[src/rtl/gray_counter.sv]
// Up/down Gray counter built on one binary register; wraps or saturates at the range ends.
// Latency: 1 clock from any input edge to gray_out/bin_out/term, all registered together.
// Backpressure: none; en gates counting, load overrides en, and en=0 holds.
module gray_counter #(
    parameter int WIDTH    = 4,
    parameter bit SATURATE = 1'b0
) (
    input  logic             clk,
    input  logic             rst_n,
    input  logic             en,
    input  logic             up,
    input  logic             load,
    input  logic [WIDTH-1:0] load_gray,
    output logic [WIDTH-1:0] gray_out,
    output logic [WIDTH-1:0] bin_out,
    output logic             term
);

    localparam logic [WIDTH-1:0] MAX_VAL = '1;

    logic [WIDTH-1:0] bin_nxt;
    logic             term_nxt;
    logic             at_limit;

    function automatic logic [WIDTH-1:0] gray_to_bin(input logic [WIDTH-1:0] g);
        logic [WIDTH-1:0] b;
        b            = '0;
        b[WIDTH-1]   = g[WIDTH-1];
        for (int i = WIDTH - 2; i >= 0; i--) begin
            b[i] = b[i+1] ^ g[i];
        end
        return b;
    endfunction

    always_comb begin
        bin_nxt  = bin_out;
        term_nxt = 1'b0;
        at_limit = up ? (bin_out == MAX_VAL) : (bin_out == '0);
        if (load) begin
            // A load never flags a terminal event, even when it lands on 0 or max.
            bin_nxt = gray_to_bin(load_gray);
        end else if (en) begin
            if (at_limit) begin
                term_nxt = 1'b1;
                if (!SATURATE) begin
                    bin_nxt = up ? '0 : MAX_VAL;
                end
            end else begin
                bin_nxt = up ? bin_out + 1'b1 : bin_out - 1'b1;
            end
        end
    end

    // gray_out is registered from the same next-state as bin_out, so the two never skew.
    always_ff @(posedge clk or negedge rst_n) begin
        if (!rst_n) begin
            bin_out  <= '0;
            gray_out <= '0;
            term     <= 1'b0;
        end else begin
            bin_out  <= bin_nxt;
            gray_out <= bin_nxt ^ (bin_nxt >> 1);
            term     <= term_nxt;
        end
    end

endmodule

[config.mk]
export PLATFORM = sky130hd
export DESIGN_NAME = gray_counter
export DESIGN_NICKNAME = d
export VERILOG_FILES = /design/src/rtl/gray_counter.sv
export SDC_FILE = /design/constraint.sdc
export NUM_CORES = 1
export LEC_CHECK = 0
export BUFFER_PORTS_ARGS = -buffer_cell sky130_fd_sc_hd__buf_2
export CORE_AREA = 2 2 39 41
export DETAILED_ROUTE_END_ITERATION = 8
export DIE_AREA = 0 0 41 43
export PLACE_DENSITY = 0.74
export SLEW_MARGIN = 20
export SYNTH_ARGS = -nofsm -noshare
export SYNTH_HDL_FRONTEND = slang
export SYNTH_SLANG_ARGS = --single-unit
[constraint.sdc]
create_clock -name clk -period 2.9 [get_ports clk]
set_input_delay 0.145 -clock clk [delete_from_list [all_inputs] [get_ports clk]]
set_output_delay 0.145 -clock clk [all_outputs]
set_load 0.01 [all_outputs]
; Yosys cells after proc, flatten, opt, wreduce, memory -nomap -nowiden
; Index checks and enable logic that the tools add are counted.
[totals]
in_bits = 9
output_inout_bits = 9
register_bits = 9
[classes]
n_reduce_logical = 1
bitwise = 4
eq_ne = 1
add_sub_neg = 2
n_mux = 9
[op_table]
columns = operator, n
row1 = $mux W4, 5
row2 = $add A4 B1 Y4 const B, 1
row3 = $eq A4 B4 Y1 const B, 1
row4 = $logic_not A4 Y1, 1
row5 = $mux W1, 4
row6 = $sub A4 B1 Y4 const B, 1
row7 = $xor A4 B3 Y4, 1
row8 = $xor A1 B1 Y1, 3

; Longest topological paths before layout
; Gate-level depths: netlist of run 1.
[logic_depth]
depth_word = 6
mapped_depth = 7
ltp_nobuf = 7

; Worst setup path before layout of run 1
; Ideal clock, no wire load.
[synth_timing]
path_type = register to register
from = reg bin_out[0]
to = reg gray_out[1]
path_stages_with_launch = 7
path_buffers = 0
period_less_slack_ns = 1.655
setup_slack_ns = 1.245
arrival_time_ns = 1.520
cell_sequence = dfrtp_1 -> inv_1 -> fa_1 -> xor2_1 -> a21oi_1 -> o21ai_2 -> xor2_1
[synth_via]
elab_chain_cells = 6
word_cells_on_any_way = 10
cone_classes = 2 x add/sub / 1 x eq/ne / 5 x mux / 1 x bitwise / 1 x reduce/logical
[synth_rtl]
columns = element, line_no
row1 = start: declaration, 15  ; output logic [WIDTH-1:0] bin_out,
row2 = start signal: assignment, 61  ; bin_out <= bin_nxt;
row3 = "$sub A4 B1 Y4, or another cell as far along", 49  ; bin_nxt = up ? bin_out + 1'b1 : bin_out - 1'b1;
row4 = $mux W4 / $mux W1 (equally long branches), "49, 38"
row5 = $mux W4 *, 43  ; if (at_limit) begin
row6 = $mux W4 *, 42  ; end else if (en) begin
row7 = $mux W4 *, 39  ; if (load) begin
row8 = $xor A4 B3 Y4 *, 62  ; gray_out <= bin_nxt ^ (bin_nxt >> 1);
row9 = end signal: assignment, 62
row10 = end: declaration, 14  ; output logic [WIDTH-1:0] gray_out,
; Mark *: on every way between the ends. The rest lies on a longest branch, timed or not.

; Worst setup path in the final report of run 1
; Same ends and word-level chain as after synthesis.

==> impl_metrics.json, run 1 <==
{
  "status": "completed",
  "die_x_um": 41,
  "syn-num-nets": 64,
  "synth_seq_area_share_pct": 36.3,
  "yosys.area.top_type": "dfrtp_1",
  "num_rows": 14,
  "layout_min_cycle_time_ps": 1700,
  "core_mm2": 0.00138,
  "syn_inst": 52,
  "chipHeight_um": 43,
  "clock_skew_ps": 0.400,
  "globalplace.congestion": 0.882,
  "synth_area_per_cell_um2": 10.6,
  "vdd_ir_drop_max_uv": 199,
  "synth.top_cells.by_count": "dfrtp_1, inv_1, xor2_1",
  "max_freq_mhz": 588,
  "finish.utilization_pct": 48.9,
  "drt_wl_total_mm": 1.07,
  "grt_max_degree": 10,
  "hold_path_class": "primary input to flop",
  "clock_latency_ps": 250,
  "grt_pass1_wl_mm": 1.69,
  "synth.area.top_cells": "dfrtp_1, xor2_1, inv_1",
  "final_cells": 87,
  "synth_top_family_by_area": "compound AO/OA/AOI/OAI gates",
  "setup_viol": 0,
  "finalMaxSlewViolations": 0,
  "clk_pin_slew_ps": 50,
  "fin_area_um2": 677,
  "drt-initial-drc-count": 5,
  "async_flop_share_pct": 100,
  "ctsLongestPathBuffers": 2,
  "synthSimpleGateAreaFrac_pct": 8.16,
  "whs_path_depth": 2,
  "dp_hpwl_um": 866,
  "maxCapViolCount": 0,
  "p_comb_share_pct": 44.2,
  "cp.required_ps": 3020,
  "yosys.area_share.xor_xnor_pct": 17.2,
  "startpoint_type": "flop",
  "dr_total_vias": 420,
  "vias_per_cell": 4.83,
  "max_slew_margin_pct": 81.8,
  "cts_resized": 0,
  "worst-r2r-cell-count": 6,
  "route.detailed.drc": 0,
  "antenna_found_initial": 0,
  "p_switching_mw": 0.166,
  "worst_pin_slew_ps": 271,
  "ys_ff_latch": 8,
  "cts-buffers-inserted": 3,
  "period_share_pct": 58.6,
  "antenna_left": 0,
  "drive_gt1_share_pct": 42.3,
  "fin_nets": 85,
  "hold_violations": 0,
  "h-tree-depth": 1,
  "muxShareOfSynthArea_pct": 0,
  "io_buffers": 17,
  "ys_warn_count": 0,
  "worstSetupPathType": "flop to flop",
  "synth_edf_count": 0,
  "dp.cells": 83,
  "synth_compound_area_share_pct": 23.1,
  "area_growth_syn_to_layout_pct": 22.7,
  "syn_area_um2": 552,
  "track_usage_pct": 14.5,
  "tns_ps": 0,
  "crit_path_max_fanout": 5,
  "synth_top_area_share_pct": 36.3,
  "fp.dieArea_mm2": 0.00176,
  "seqPwrFrac_pct": 37.1,
  "io_pins": 18,
  "intPower_mw": 0.277,
  "wl_per_cell_um": 12.3,
  "p_leak_nw": 0.334,
  "cp-end-kind": "flop",
  "place_area_um2": 644,
  "start_util_pct": 39.9,
  "antenna_cells": 0,
  "root_buffer": "clkbuf_4",
  "synthDistinctLibCells": 23,
  "arrival_ps": 1820,
  "grt_overflow": 0,
  "post_cts_buffers": 0,
  "synth_most_common_cell": "dfrtp_1",
  "sw_frac_of_total_pct": 37.6,
  "clock_sinks": 8,
  "power_frac_clock_pct": 18.7,
  "synth_fa_ha_area_share_pct": 8.16,
  "cts_tree": "yes",
  "power.density_mw_per_mm2": 655,
  "synth_ff_type": "dfrtp_1",
  "rsz0062_at_grt": "false",
  "drt_pass1_iterations": 4,
  "grt_pass1_vias": 403
}
[logic make-up after synthesis]
family / count (synthesis)
AO/OA/AOI/OAI: 13
XOR/XNOR: 10
buffers and inverters: 9
AND/OR/NAND/NOR: 9
flip-flops: 8
adder cells (fa/ha/maj): 3
[repair_timing]
item / 4_1_cts / 5_1_grt
endpoints found under the hold margin: 8 / 0
hold buffers: 1 / 0
endpoints found under the setup margin: 0 / 0
[power by group through the flow]
stage / clock network [mW] / logic, mW / registers, mW
CTS: 0.0863 / 0.198 / 0.165
global route: 0.0930 / 0.217 / 0.169
floorplan: 0 / 0.126 / 0.178
finish: 0.0828 / 0.196 / 0.164
detailed placement: 0 / 0.197 / 0.166
global placement: 0 / 0.195 / 0.165
[path summary, 6_finish.rpt]
kind / from / endpoint / slack, ps
setup reg to reg: bin_out[0]$_DFF_PN0_ / gray_out[1]$_DFF_PN0_ / 1200
setup / recovery: bin_out[0]$_DFF_PN0_ / gray_out[1]$_DFF_PN0_ / 1200
min in group asynchronous: rst_n / bin_out[3]$_DFF_PN0_ / 260
hold reg to reg: bin_out[0]$_DFF_PN0_ / bin_out[0]$_DFF_PN0_ / 760
max in group asynchronous: rst_n / gray_out[1]$_DFF_PN0_ / 2480
hold / removal: load / term$_DFF_PN0_ / 220
[final cells by class]
| type | instances | area (µm²) |
|---|---|---|
| inverters | 7 | 26.3 |
| fillers | 143 | 707 |
| well taps | 16 | 20.0 |
| repair buffers | 18 | 95.1 |
| multi-input cells | 35 | 313 |
| clock buffers | 3 | 22.5 |
| flip-flops and latches | 8 | 200 |
[worst max-delay path: stages (launching register included)]
cell	delay, ps
dfrtp_1	430
inv_1	110
fa_1	410
xor2_1	170
a21oi_1	180
o21ai_2	110
xor2_1	170
[per-layer routing]
| metal | part of all wire (%) | global-route usage [%] | up-vias | wire length [µm] |
|---|---|---|---|---|
| met5 | 0 | 0 | - | 0 |
| met1 | 44 | 18.2 | 194 | 472 |
| met2 | 49 | 21.9 | 13 | 524 |
| met4 | 1.2 | 10.0 | 0 | 13 |
| li1 | - | - | 211 | - |
| met3 | 5.2 | 1.57 | 2 | 55 |
[state kept, by name, indices dropped and copies added, names as in the netlist]
| name | flops |
|---|---|
| bin_out | 4 |
| gray_out | 3 |
| term | 1 |
[placed cells by master (no fill, tap or decap), drive strengths merged]
cell         Yosys  routed
a31oi            1       1
a21oi            5       5
fa               1       1
a211oi           1       1
ha               2       2
a21o             2       2
nand3            2       2
or2              1       1
dfrtp            8       8
inv              7       7
o31ai            1       1
nand2            3       3
clkbuf           0       3
xor2             6       6
a22o             1       1
nor2             2       2
dlygate4sd3      0       1
nor3             1       1
buf              2      17
o21ai            2       2
xnor2            4       4
[metrics by stage]
step | worst slack (ps) | hold WS, ps | power [mW]
floorplan | 1250 | -151 | 0.304
global placement | 1280 | -10.5 | 0.360
detailed placement | 1210 | -7.64 | 0.363
CTS | 1200 | 214 | 0.449
global route | 1120 | 222 | 0.478
finish | 1200 | 221 | 0.443
Note: power is estimated with default switching activity, not from simulation.
==> inputs of run 2 (changes only) <==
- clock period: 2.9 -> 1.7 ns (I/O delays scaled with it)
==> run 2 against run 1 <==
Combinational power is 85% higher. Largest cell class unchanged. Critical endpoint unchanged. Clock skew is 3.6 ps higher. Register-to-register slack worse by 1100 ps.
==> impl_metrics.json, run 2 (same netlist as run 1, synthesis figures left out) <==
{
  "antenna_cells": 0,
  "finish.utilization_pct": 50.0,
  "layout_min_cycle_time_ps": 1600,
  "status": "completed",
  "fin_nets": 86,
  "grt_max_degree": 10,
  "drt_pass1_iterations": 4,
  "wl_per_cell_um": 11.7,
  "io_buffers": 17,
  "power.density_mw_per_mm2": 1110,
  "antenna_left": 0,
  "clock_sinks": 8,
  "critPathTopFamily": "adder cells",
  "cp_slowest_cell": "fa_1",
  "rsz0062_at_grt": "false",
  "dr_total_vias": 426,
  "ctsLongestPathBuffers": 2,
  "dp_hpwl_um": 865,
  "fin_area_um2": 692,
  "grt_pass1_wl_mm": 1.72,
  "period_share_pct": 94.1,
  "route.detailed.drc": 0,
  "cts-buffers-inserted": 3,
  "p_leak_nw": 0.344,
  "startpoint_type": "flop",
  "antenna_found_initial": 0,
  "h-tree-depth": 1,
  "max_slew_margin_pct": 81.3,
  "worst_pin_slew_ps": 280,
  "cp.required_ps": 1860,
  "vias_per_cell": 4.84,
  "largest_reg_flops": 4,
  "core_mm2": 0.00138,
  "slowest_delay_ps": 500,
  "clock_latency_ps": 240,
  "clock_skew_ps": 4.01,
  "chipHeight_um": 43,
  "pre_cts_slack_ps": 77.1,
  "hold_violations": 0,
  "regMostFlops": "bin_out",
  "area_growth_syn_to_layout_pct": 25.4,
  "final_cells": 88,
  "power_mw": 0.769,
  "crit_buf_inv": 1,
  "arrival_ps": 1760,
  "hold_path_class": "primary input to flop",
  "tns_ps": 0,
  "start_util_pct": 39.9,
  "drt-initial-drc-count": 6,
  "final_common_cell": "buf_2",
  "worstSetupPathType": "flop to flop",
  "track_usage_pct": 14.6,
  "setup_viol": 0,
  "dp.cells": 84,
  "clk_pin_slew_ps": 50,
  "root_buffer": "clkbuf_4",
  "post_cts_buffers": 0,
  "cts_tree": "yes",
  "fin_hold_ws_ps": 156,
  "grt_overflow": 0,
  "drt_wl_total_mm": 1.03,
  "max_freq_mhz": 625,
  "path_cells": "inv_2 > fa_1 > a21oi_2 > o31ai_4 > xor2_1",
  "cp-end-kind": "flop",
  "fp.dieArea_mm2": 0.00176,
  "finalMaxSlewViolations": 0,
  "vdd_ir_drop_max_uv": 358,
  "worst_slack_ps": 101,
  "place_area_um2": 652,
  "num_rows": 14,
  "reg.largest.list": "bin_out (4), gray_out (3), term (1)",
  "io_pins": 18,
  "final_cell_mix": "buf_2, dfrtp_1, inv_1, xor2_1",
  "drive_gt1_share_pct": 45.8,
  "maxCapViolCount": 0,
  "globalplace.congestion": 0.941,
  "crit_path_max_fanout": 5,
  "die_x_um": 41,
  "grt_pass1_vias": 435
}
## run 2: worst register-to-register path, delay by kind of cell, from the launching register on
family                   cells  cell delay (ps)
adder cells (fa/ha/maj)      1              500
flip-flops                   1              410
AO/OA/AOI/OAI                2              350
XOR/XNOR                     1              180
buffers and inverters        1               70
## run 2: final timing paths
check	startpoint	end	slack (ps)	cells after the start
worst max-delay path	bin_out[1]$_DFF_PN0_	gray_out[1]$_DFF_PN0_	100	5
worst min-delay path	load	term$_DFF_PN0_	160	2
worst max register to register	bin_out[1]$_DFF_PN0_	gray_out[1]$_DFF_PN0_	100	5
worst min register to register	bin_out[0]$_DFF_PN0_	term$_DFF_PN0_	700	3
max in group asynchronous	rst_n	bin_out[2]$_DFF_PN0_	1320	2
min in group asynchronous	rst_n	term$_DFF_PN0_	220	2
## run 2: final cells by class
type | instances | area, µm²
multi-input combinational | 35 | 320
clock buffer | 3 | 22.5
tap | 16 | 20.0
sequential | 8 | 200
timing repair buffer | 19 | 103
inverter | 7 | 26.3
fill | 136 | 692
## run 2: repair_timing
action | in CTS | in global routing
setup endpoints to repair | 0 | 1
hold buffers | 1 | 0
hold endpoints to repair | 8 | 0
resized for setup | 0 | 2
## run 2: metal layers
metal | GRT usage [%] | up-vias | routed length [µm]
li1 | - | 214 | -
met1 | 17.3 | 193 | 433
met2 | 22.2 | 17 | 514
met3 | 2.09 | 2 | 69
met4 | 11.3 | 0 | 14
met5 | 0 | - | 0
## run 2: report_power, final
group	total [mW]	switching [mW]	internal, mW	leakage [nW]
clock	0.135	0.0545	0.0801	0.0138
sequential	0.273	0.0322	0.241	0.0948
combinational	0.362	0.196	0.166	0.235
total	0.769	0.283	0.486	0.344
==> inputs of run 3 (changes only) <==
- MAX_ROUTING_LAYER: unset -> met4
==> run 3 against run 2 <==
Worst hold slack better by 2.2 ps. First-iteration DRC count is 33% lower. Cell count stayed put. Maximum frequency is 0.16% lower. Sequential share of layout area stayed put. Register-to-register slack hardly changed. Clock skew is 2.4 ps lower. Largest cell class unchanged. Worst setup slack worse by 2.5 ps. Power hardly changed. Critical endpoint unchanged.
==> impl_metrics.json, run 3 (same netlist as run 1, synthesis figures left out) <==
{
  "status": "completed",
  "cp_slowest_cell": "fa_1",
  "worstSetupPathType": "flop to flop",
  "grt_overflow": 0,
  "antenna_left": 0,
  "grt_pass1_vias": 439,
  "worst_pin_slew_ps": 280,
  "drt_pass1_iterations": 4,
  "root_buffer": "clkbuf_4",
  "crit_path_max_fanout": 5,
  "arrival_ps": 1760,
  "p_leak_nw": 0.344,
  "layout_min_cycle_time_ps": 1600,
  "clock_sinks": 8,
  "max_freq_mhz": 624,
  "area_growth_syn_to_layout_pct": 25.4,
  "drt-initial-drc-count": 4,
  "ctsLongestPathBuffers": 2,
  "grt_max_degree": 10,
  "wl_met2_um": 513,
  "antenna_found_initial": 0,
  "start_util_pct": 39.9,
  "startpoint_type": "flop",
  "critPathTopFamily": "adder cells",
  "clock_skew_ps": 1.61,
  "clock_latency_ps": 240,
  "path_cells": "inv_2 > fa_1 > a21oi_2 > o31ai_4 > xor2_1",
  "die_x_um": 41,
  "crit_cells": 5,
  "grt_pass1_wl_mm": 1.72,
  "regMostFlops": "bin_out",
  "cts_tree": "yes",
  "fillers": 136,
  "power.density_mw_per_mm2": 1110,
  "dr_total_vias": 427,
  "cp.required_ps": 1860,
  "core_mm2": 0.00138,
  "final_common_cell": "buf_2",
  "worst-r2r-cell-count": 5,
  "endpoint": "gray_out[1]$_DFF_PN0_",
  "rrSetupSlack_ps": 100,
  "setup_viol": 0,
  "vdd_ir_drop_max_uv": 357,
  "cts-buffers-inserted": 3,
  "drt_wl_total_mm": 1.03,
  "max_slew_margin_pct": 81.3,
  "cp-startpoint": "bin_out[1]$_DFF_PN0_",
  "cp-end-kind": "flop",
  "antenna_cells": 0,
  "finalMaxSlewViolations": 0,
  "reg.largest.list": "bin_out (4), gray_out (3), term (1)",
  "fin_hold_ws_ps": 159,
  "rsz0062_at_grt": "false",
  "seq_area_um2": 200,
  "wl_met1_um": 424,
  "dp_hpwl_um": 865,
  "multi_input_area_um2": 320,
  "highest_layer": "met4",
  "largest_reg_flops": 4,
  "finish.utilization_pct": 50.0,
  "hold_path_class": "primary input to flop",
  "route.detailed.drc": 0,
  "clk_pin_slew_ps": 50,
  "io_buffers": 17,
  "track_usage_pct": 15.0,
  "h-tree-depth": 1,
  "io_pins": 18,
  "num_rows": 14,
  "maxCapViolCount": 0,
  "hold_violations": 0,
  "timing.rr.start": "bin_out[1]$_DFF_PN0_",
  "fp.dieArea_mm2": 0.00176,
  "crit_buf_inv": 1,
  "met3_length_um": 66,
  "final_cell_mix": "buf_2, dfrtp_1, inv_1, xor2_1",
  "period_share_pct": 94.2,
  "drive_gt1_share_pct": 45.8,
  "wl_per_cell_um": 11.7,
  "r2r-end": "gray_out[1]$_DFF_PN0_",
  "tns_ps": 0,
  "globalplace.congestion": 0.958,
  "fin_nets": 86,
  "slowest_delay_ps": 500,
  "chipHeight_um": 43,
  "vias_per_cell": 4.85
}
[run 3: what timing repair did]
action	CTS	global route
endpoints found under the setup margin	0	1
resized for setup	0	2
buffers inserted	0	0
endpoints found under the hold margin	8	0
hold buffers	1	0
[run 3: how the worst min path moves through the flow]
stage / startpoint / endpoint / slack, ps / cells past startpoint
finish: load / term$_DFF_PN0_ / 160 / 2
global route: load / term$_DFF_PN0_ / 180 / 2
CTS: load / term$_DFF_PN0_ / 150 / 2
detailed placement: rst_n / term$_DFF_PN0_ / -70 / 1
global placement: rst_n / term$_DFF_PN0_ / -70 / 1
floorplan: rst_n / bin_out[0]$_DFF_PN0_ / -210 / 0
[run 3: final cells by class]
type                       count  share of cell area (%)
multi-input combinational     35                    46.3
sequential                     8                    28.9
timing repair buffer          19                    14.8
inverter                       7                    3.80
clock buffer                   3                    3.25
tap                           16                    2.89
[run 3: routing by layer]
layer / vias to the layer above / global-route usage, %
li1: 213 / -
met4: 0 / 11.3
met5: - / -
met2: 17 / 22.2
met1: 193 / 17.3
met3: 4 / 2.09
[run 3: stage by stage]
step	setup slack (ps)	power [mW]	cell area, µm²	std cells
4_1_cts	60.7	0.764	684	88
3_5_place_dp	77.1	0.625	652	84
5_1_grt	1.29	0.832	692	88
3_3_place_gp	125	0.620	652	84
2_1_floorplan	45.0	0.518	552	52
6_report	98.6	0.768	692	88
[run 3: power by group]
| group | switching [mW] | leakage, nW | internal (mW) |
|---|---|---|---|
| Clock | 0.0535 | 0.0138 | 0.0800 |
| Combinational | 0.196 | 0.235 | 0.166 |
| Sequential | 0.0322 | 0.0948 | 0.241 |
| Total | 0.282 | 0.344 | 0.486 |
